<file path="config.mk">
export PLATFORM = sky130hd
export DESIGN_NAME = ifm_fifo_rd_ctrl
export DESIGN_NICKNAME = d
export VERILOG_FILES = /design/src/rtl/ifm_fifo_rd_ctrl.sv
export SDC_FILE = /design/constraint.sdc
export NUM_CORES = 1
export LEC_CHECK = 0
export ABC_AREA = 1
export CORE_MARGIN = 5
export CORE_UTILIZATION = 56
export DETAILED_ROUTE_END_ITERATION = 8
export PLACE_DENSITY = 0.8
export SETUP_SLACK_MARGIN = 0.2
export SLEW_MARGIN = 20
export SYNTH_ARGS = -nofsm -noshare
export SYNTH_HDL_FRONTEND = slang
export SYNTH_SLANG_ARGS = --single-unit
</file>
<file path="constraint.sdc">
create_clock -name clk -period 2.85 [get_ports clk]
set_input_delay 0.57 -clock clk [delete_from_list [all_inputs] [get_ports clk]]
set_output_delay 0.57 -clock clk [all_outputs]
set_load 0.02 [all_outputs]
</file>
<file path="src/rtl/ifm_fifo_rd_ctrl.sv">
`default_nettype none
// ==========================================================================
// Module   : ifm_fifo_rd_ctrl
// Purpose  : skewed per-lane read sequencer for the ping-pong IFM FIFO banks
// Revision : 1.0
// ==========================================================================
module ifm_fifo_rd_ctrl #(
    parameter int NUM_FIFO  = 16,
    parameter int CNT_WIDTH = 13
) (
    input  logic                 clk,
    input  logic                 reset,
    input  logic                 start,
    input  logic [CNT_WIDTH-1:0] rd_len,
    input  logic [4:0]           num_lane,
    input  logic                 bank_sel,
    output logic [NUM_FIFO-1:0]  rd_en_1,
    output logic [NUM_FIFO-1:0]  rd_en_2,
    output logic                 rd_clr_1,
    output logic                 rd_clr_2,
    output logic                 ifm_mux,
    output logic                 busy,
    output logic                 done
);

    typedef logic [NUM_FIFO-1:0] lane_t;
    typedef logic [CNT_WIDTH:0]  cnt_t;
    typedef enum logic [1:0] {
        S_IDLE  = 2'd0,
        S_RUN   = 2'd1,
        S_CLEAR = 2'd2
    } state_t;

    localparam logic [5:0] c_max_lanes = (NUM_FIFO < 16) ? 6'(NUM_FIFO) : 6'd16;

    state_t     state_q;
    cnt_t       cnt_q;
    logic [5:0] nlane_q;
    lane_t      mask_q;
    lane_t      chain_q;
    lane_t      rd_en_1_q;
    lane_t      rd_en_2_q;
    logic       clr_1_q;
    logic       clr_2_q;
    logic       bank_q;
    logic       busy_q;
    logic       done_q;

    logic [5:0] nlane_d;
    cnt_t       len_d;
    lane_t      mask_d;
    lane_t      chain_d;

    // cnt_q holds the RUN cycles still to go; lane 0 stays on while more than
    // nlane_q remain, the tail being the skew drain of the upper lanes.
    always_comb begin
        nlane_d = (num_lane == 5'd0 || num_lane > 5'd16) ? 6'd16 : {1'b0, num_lane};
        if (nlane_d > c_max_lanes) begin
            nlane_d = c_max_lanes;
        end
        len_d  = (rd_len == '0) ? cnt_t'(1) : cnt_t'(rd_len);
        mask_d = '0;
        for (int i = 0; i < NUM_FIFO; i++) begin
            mask_d[i] = (i < int'(nlane_d));
        end
        chain_d = (chain_q << 1) | lane_t'(cnt_q > cnt_t'(nlane_q));
    end

    always_ff @(posedge clk) begin
        if (reset) begin
            state_q   <= S_IDLE;
            cnt_q     <= '0;
            nlane_q   <= '0;
            mask_q    <= '0;
            chain_q   <= '0;
            rd_en_1_q <= '0;
            rd_en_2_q <= '0;
            clr_1_q   <= 1'b0;
            clr_2_q   <= 1'b0;
            bank_q    <= 1'b0;
            busy_q    <= 1'b0;
            done_q    <= 1'b0;
        end else begin
            clr_1_q <= 1'b0;
            clr_2_q <= 1'b0;
            done_q  <= 1'b0;
            case (state_q)
                S_IDLE: begin
                    chain_q   <= '0;
                    rd_en_1_q <= '0;
                    rd_en_2_q <= '0;
                    if (start) begin
                        state_q   <= S_RUN;
                        cnt_q     <= len_d + cnt_t'(nlane_d) - cnt_t'(1);
                        nlane_q   <= nlane_d;
                        mask_q    <= mask_d;
                        bank_q    <= bank_sel;
                        busy_q    <= 1'b1;
                        chain_q   <= lane_t'(1);
                        rd_en_1_q <= bank_sel ? '0 : lane_t'(1);
                        rd_en_2_q <= bank_sel ? lane_t'(1) : '0;
                    end
                end
                S_RUN: begin
                    if (cnt_q == cnt_t'(1)) begin
                        state_q   <= S_CLEAR;
                        chain_q   <= '0;
                        rd_en_1_q <= '0;
                        rd_en_2_q <= '0;
                        clr_1_q   <= ~bank_q;
                        clr_2_q   <= bank_q;
                        done_q    <= 1'b1;
                    end else begin
                        cnt_q     <= cnt_q - cnt_t'(1);
                        chain_q   <= chain_d;
                        rd_en_1_q <= bank_q ? '0 : (chain_d & mask_q);
                        rd_en_2_q <= bank_q ? (chain_d & mask_q) : '0;
                    end
                end
                S_CLEAR: begin
                    state_q <= S_IDLE;
                    busy_q  <= 1'b0;
                end
                default: begin
                    state_q <= S_IDLE;
                    busy_q  <= 1'b0;
                end
            endcase
        end
    end

    assign rd_en_1  = rd_en_1_q;
    assign rd_en_2  = rd_en_2_q;
    assign rd_clr_1 = clr_1_q;
    assign rd_clr_2 = clr_2_q;
    assign ifm_mux  = bank_q;
    assign busy     = busy_q;
    assign done     = done_q;

endmodule
`default_nettype wire

</file>
==> flow_metrics.tcl, run 1 <==
set metrics [dict create \
    status "finished clean" \
    ant_nets 0 \
    start_kind "primary input" \
    yosysTopAreaCellShare_pct 35.69 \
    power_density_mw_per_mm2 509.5 \
    p_total_mw 3.205 \
    crit_required_ns 3.09 \
    fp-row-count 34 \
    critPathMaxFanout 3 \
    tns_ns 0 \
    cts_max_path_buffers 2 \
    ir_worst_vdd_v 0.0002311 \
    routed_wl_microns 12740 \
    vias_per_cell 5.314 \
    antenna_found_initial 0 \
    start_util_pct 57.16 \
    root_buffer "clkbuf_8" \
    drv_cap 0 \
    crit_type "in2reg" \
    max_freq_mhz 387.9 \
    grt_first_pass_wirelength_microns 20900 \
    crit_buf_inv 4 \
    slowest_delay_ns 0.45 \
    dr.pass1.iters 5 \
    synth_top_area_cell "dfxtp_1" \
    ys_top_cells_by_area "dfxtp_1 36%, nand2_1 18%, a21oi_1 8.4%" \
    die_x_microns 103.9 \
    dr_total_vias 5027 \
    mostFrequentLayoutCells "229 x nand2_1, 100 x inv_1, 88 x dfxtp_1" \
    rsz0062_at_grt "false" \
    stdcell_area_sq_mm 0.006290 \
    place_congestion 0.8768 \
    grt_overflow_total 0 \
    synth_ff_type "dfxtp_1" \
    cellLeakagePower_nw 2.915 \
    slew_headroom_pct 53.39 \
    die_area_sq_mm 0.01079 \
    pre_cts_ws_ns -0.3139 \
    end_kind "flop" \
    min_period_ns 2.578 \
    drt-initial-drc-count 296 \
    insertion_delay_ns 0.36 \
    ctsHoldBuffers 0 \
    critical_path.slowest_cell "clkdlybuf4s50_1" \
    crit_chain "clkdlybuf4s50_1, inv_1, ha_4, inv_4, nand3_2, ha_2, inv_2, ha_4, fa_2, xnor2_2, nand2_1, o31ai_1, nand2_1, nand2_1, a21oi_1" \
    die_h_microns 103.9 \
    syn_inst 756 \
    core-area_sq_mm 0.008636 \
    whs_path_depth 2 \
    ys_warn_count 0 \
    track_usage_pct 22.38 \
    nets 885 \
    synth-edff-count 0 \
    worst_pin_slew_ns 0.6983 \
    synth_cell_types 36 \
    yosysSeqAreaShare_pct 35.69 \
    hold_slack_ns 0.4600 \
    n_antenna_cell 0 \
    reg2reg_depth 11 \
    worstHoldPathType "reg2reg" \
    cp.depth 15 \
    fillers 715 \
    clk_pin_slew_ns 0.08 \
    wl_per_cell_microns 13.47 \
    cts_tree "yes" \
    layout-area-overhead-vs-synth_pct 27.43 \
    grt_max_degree 63 \
    drive_gt1_share_pct 13.37 \
    critPathTopFamily "adder cells" \
    numCtsBuffers 9 \
    cts.sinks 88 \
    setup_viol 0 \
    crit_arrival_ns 2.82 \
    io_pins 59 \
    drv_slew 0 \
    synthesis.area_sq_mm 0.004936 \
    port-buffer-count 58 \
    syn-num-nets 807 \
    async_reset_ff_share_pct 0 \
    crit_path_frequent_cell "nand2_1" \
    synth.ff_latch_count 88 \
    drcViolationCount 0 \
    cts.htree.levels 3 \
    hpwl_microns 9231 \
    final_common_cell "nand2_1" \
    finalClockSkew_ns 0.01223 \
    setup_slack_ns 0.2719 \
    syn_avg_cell_area_sq_um 6.529 \
    grt_pass1_vias 4787 \
    placed_cell_area_sq_mm 0.005779 \
    final_hold_viol_count 0 \
    finalCritPeriodShare_pct 90.46 \
]
## report_power, final
| part | internal [mW] | leakage (nW) | switching (mW) | total, mW |
|---|---|---|---|---|
| registers | 1.29 | 0.718 | 0.0616 | 1.35 |
| logic | 0.320 | 2.08 | 0.508 | 0.828 |
| clock network | 0.585 | 0.117 | 0.441 | 1.03 |
| total | 2.19 | 2.91 | 1.01 | 3.20 |
## cells by family (layout without fill, tap and decap cells)
group | count (synthesis) | in the layout | share of synthesized area, %
DFF | 88 | 88 | 35.69
AOI/OAI and AO/OA | 118 | 118 | 12.52
and+or+nand+nor | 383 | 383 | 32.88
buffers and inverters | 134 | 216 | 10.70
adders and majority gates | 29 | 29 | 7.503
xor gates and xnor gates | 4 | 4 | 0.7099
## state kept, by name, summed over array words and instances (netlist names)
signal,flops
done,1
rd_en_2,16
rd_clr_2,1
rd_en_1,16
cnt_q,14
busy,1
mask_q,16
chain_q,15
nlane_q,4
state_q,2
rd_clr_1,1
ifm_mux,1
## per-layer routing
metal / GRT usage, % / share of wire, % / vias up
met4: 6.290 / 1.4 / 0
met5: 0 / 0 / -
met3: 4.469 / 6.6 / 17
li1: - / - / 2541
met2: 36.93 / 47 / 177
met1: 29.74 / 45 / 2292
## cell usage after synthesis, drive strengths merged, types with 2 or more instances
library cell  count
nand2           240
inv             107
dfxtp            88
a21oi            84
nor2             71
nand3            57
ha               28
o21ai            25
clkbuf           20
nand4             7
buf               6
nor3              4
a211oi            3
o21bai            2
or2               2
xnor2             2
xor2              2
## area by class of cell
| class | instances | area (sq um) | area share [%] |
|---|---|---|---|
| clock inverter | 6 | 117.6 | 1.870 |
| tap | 108 | 135.1 | 2.148 |
| clock buffer | 9 | 123.9 | 1.969 |
| multi-input combinational | 534 | 2877 | 45.73 |
| sequential | 88 | 1762 | 28.01 |
| inverter | 108 | 407.9 | 6.485 |
| timing repair buffer | 93 | 867.1 | 13.79 |
## metrics by stage
step                utilization, %  std cells
floorplan                        -        756
global placement             66.92        930
detailed placement           66.92        930
CTS                          70.28        945
global route                 72.83        946
finish                       72.83        946
## timing repair
action                     4_1_cts  5_1_grt
setup endpoints to repair       11       12
pin swaps                        8       19
setup buffers                    0        1
resized for setup               11       47
## final timing paths
check | startpoint | to | slack (ns)
setup / recovery | num_lane[4] | cnt_q[3] | 0.27
hold / removal | rd_en_2[6] | rd_en_2[6] | 0.46
setup reg to reg | cnt_q[1] | chain_q[0] | 0.87
hold reg to reg | rd_en_2[6] | rd_en_2[6] | 0.46
## worst min-delay path: stages, from the launching register on
cell and delay [ns]:
dfxtp_1 0.32, nand2_1 0.05, a21oi_1 0.05
(Power assumes the default switching activity.)
==> run 2: changes to the inputs <==
--- a/config.mk
+++ b/config.mk
@@ -7,9 +7,9 @@
 export LEC_CHECK = 0
 export ABC_AREA = 1
 export CORE_MARGIN = 5
-export CORE_UTILIZATION = 56
+export CORE_UTILIZATION = 51
 export DETAILED_ROUTE_END_ITERATION = 8
-export PLACE_DENSITY = 0.8
+export PLACE_DENSITY = 0.77
 export SETUP_SLACK_MARGIN = 0.2
 export SLEW_MARGIN = 20
 export SYNTH_ARGS = -nofsm -noshare
==> constraint.sdc (replaced) <==
create_clock -name clk -period 2.1 [get_ports clk]
set_input_delay 0.42 -clock clk [delete_from_list [all_inputs] [get_ports clk]]
set_output_delay 0.42 -clock clk [all_outputs]
set_load 0.02 [all_outputs]
==> run 2 against run 1 <==
  * Wire length increased by 1.6%
  * Final cell count grew 6.3%
  * Sequential power up 36%
  * Clock power increased by 17%
  * Utilization shrank 3.2 points
  * Critical path type unchanged
  * Critical endpoint is now cnt_q[10]
  * Largest power group unchanged
==> flow_metrics.tcl, run 2 (synthesis results as in run 1) <==
set metrics [dict create \
    status "finished clean" \
    wl_per_cell_microns 12.87 \
    drcViolationCount 0 \
    use_met2_pct 37.61 \
    rsz0062_at_grt "true" \
    port-buffer-count 58 \
    max_freq_mhz 484.6 \
    crit_required_ns 2.40 \
    finalClockSkew_ns 0.01014 \
    slowest_delay_ns 0.24 \
    critPathMaxFanout 6 \
    hold_end "rd_en_2[2]" \
    power_density_mw_per_mm2 641.7 \
    critical_path.slowest_cell "ha_4" \
    hpwl_microns 9545 \
    die_x_microns 108.4 \
    r2r_slack_ns 0.37 \
    use_met3_pct 4.776 \
    grt_first_pass_wirelength_microns 21810 \
    min_period_ns 2.064 \
    ctsHoldBuffers 0 \
    r2r_end "cnt_q[1]" \
    drt-initial-drc-count 320 \
    stdcell_area_sq_mm 0.006685 \
    start_kind "primary input" \
    ant_nets 0 \
    worst_pin_slew_ns 0.6605 \
    setup_viol 0 \
    p_total_mw 4.290 \
    drive_gt1_share_pct 21.76 \
    crit_type "in2reg" \
    crit_path_frequent_cell "nand2_1" \
    final_common_cell "nand2_1" \
    cts.sinks 88 \
    antenna_found_initial 0 \
    start_util_pct 51.45 \
    crit_buf_inv 3 \
    clk_pin_slew_ns 0.09 \
    cts_max_path_buffers 2 \
    core-area_sq_mm 0.009594 \
    grt_overflow_total 0 \
    die_h_microns 108.4 \
    dr_total_vias 5102 \
    ir_worst_vdd_v 0.0002988 \
    mostFrequentLayoutCells "220 x nand2_1, 88 x inv_1, 88 x dfxtp_1" \
    slew_headroom_pct 55.92 \
    tns_ns 0 \
    nets 919 \
    drv_slew 0 \
    cts.htree.levels 3 \
    crit_chain "buf_8, nor2_4, nand3_2, ha_4, inv_4, nand3_4, ha_4, inv_1, ha_4, nand2_4, nand2_1, nand2_2, nand3_2, nand2_1, nand2_1, nand2_1, nand3_2, a21oi_2" \
    root_buffer "clkbuf_8" \
    io_pins 59 \
    hold_slack_ns 0.4659 \
    whs_path_depth 2 \
    grt.busiest_layer "met2" \
    final_hold_viol_count 0 \
    n_antenna_cell 0 \
    vias_per_cell 5.072 \
    finalCritPeriodShare_pct 98.27 \
    cts_tree "yes" \
    routed_wl_microns 12950 \
    grt_max_degree 63 \
    grt_pass1_vias 4816 \
    numCtsBuffers 9 \
    insertion_delay_ns 0.36 \
    dr.pass1.iters 6 \
    crit_arrival_ns 2.37 \
    hold_start "rd_en_2[2]" \
    end_kind "flop" \
    layout-area-overhead-vs-synth_pct 35.44 \
    placed_cell_area_sq_mm 0.006076 \
    reg2reg_depth 10 \
    worstHoldPathType "reg2reg" \
    cellLeakagePower_nw 3.027 \
    critPathTopFamily "simple AND/OR/NAND/NOR gates" \
    place_congestion 0.8895 \
    die_area_sq_mm 0.01175 \
    met1_usage_pct 30.14 \
    drv_cap 0 \
    timing.rr.start "cnt_q[1]" \
    fp-row-count 36 \
    track_usage_pct 22.92 \
]
run 2: cell count changes in the layout (fill, tap and decap cells not counted), moves of 5 or more:
cell	before	now
nand3_1	46	41
clkdlybuf4s50_1	47	38
nand2_1	229	220
buf_4	34	67
clkdlybuf4s15_1	0	6
inv_1	100	88
inv_2	6	12
dlymetal6s2s_1	10	1
buf_6	1	8
inv_4	1	7
nand2_2	8	15
ha_4	8	14
run 2: routing by layer:
layer / wire, microns / vias up
met5: 0 / -
met4: 261 / 0
met3: 856 / 25
met2: 6103 / 170
met1: 5728 / 2287
li1: - / 2620
run 2: metrics by stage:
stage | util (%) | instances | setup WS, ns
after global placement | 63.33 | 979 | -0.7198
final | 69.68 | 1006 | 0.03637
after floorplan | - | 756 | -0.1611
after CTS | 68.19 | 1002 | 0.05037
after global routing | 69.68 | 1006 | -0.07111
after detailed placement | 63.33 | 979 | -0.7884
run 2: area by class of cell:
type / instances / area [sq um]
clock buffers: 10 / 127.6
clock inverters: 6 / 75.07
fillers: 810 / 2909
inverters: 108 / 422.9
multi-input cells: 534 / 3033
flip-flops and latches: 88 / 1762
well taps: 133 / 166.4
repair buffers: 127 / 1099
run 2: repair_timing:
action,CTS,global route
pin swaps,29,30
resized for setup,111,32
buffers inserted,7,4
endpoints found under the setup margin,18,14
run 2: where the power goes:
part | internal [mW] | switching (mW)
sequential | 1.75 | 0.0853
combinational | 0.526 | 0.730
clock | 0.569 | 0.630
run 2: worst min-delay path: stages (launching register included):
cell and delay, ns:
dfxtp_1 0.31, nand2_1 0.05, a21oi_1 0.06
run 2: how the worst max path moves through the flow:
| stage | from | to | slack [ns] | cells after the start |
|---|---|---|---|---|
| after floorplan | num_lane[0] | cnt_q[13] | -0.16 | 15 |
| after global placement | num_lane[0] | cnt_q[4] | -0.72 | 16 |
| after detailed placement | num_lane[0] | cnt_q[13] | -0.79 | 17 |
| after CTS | num_lane[3] | cnt_q[13] | 0.05 | 17 |
| after global routing | num_lane[3] | cnt_q[10] | -0.07 | 18 |
| final | num_lane[3] | cnt_q[10] | 0.04 | 18 |
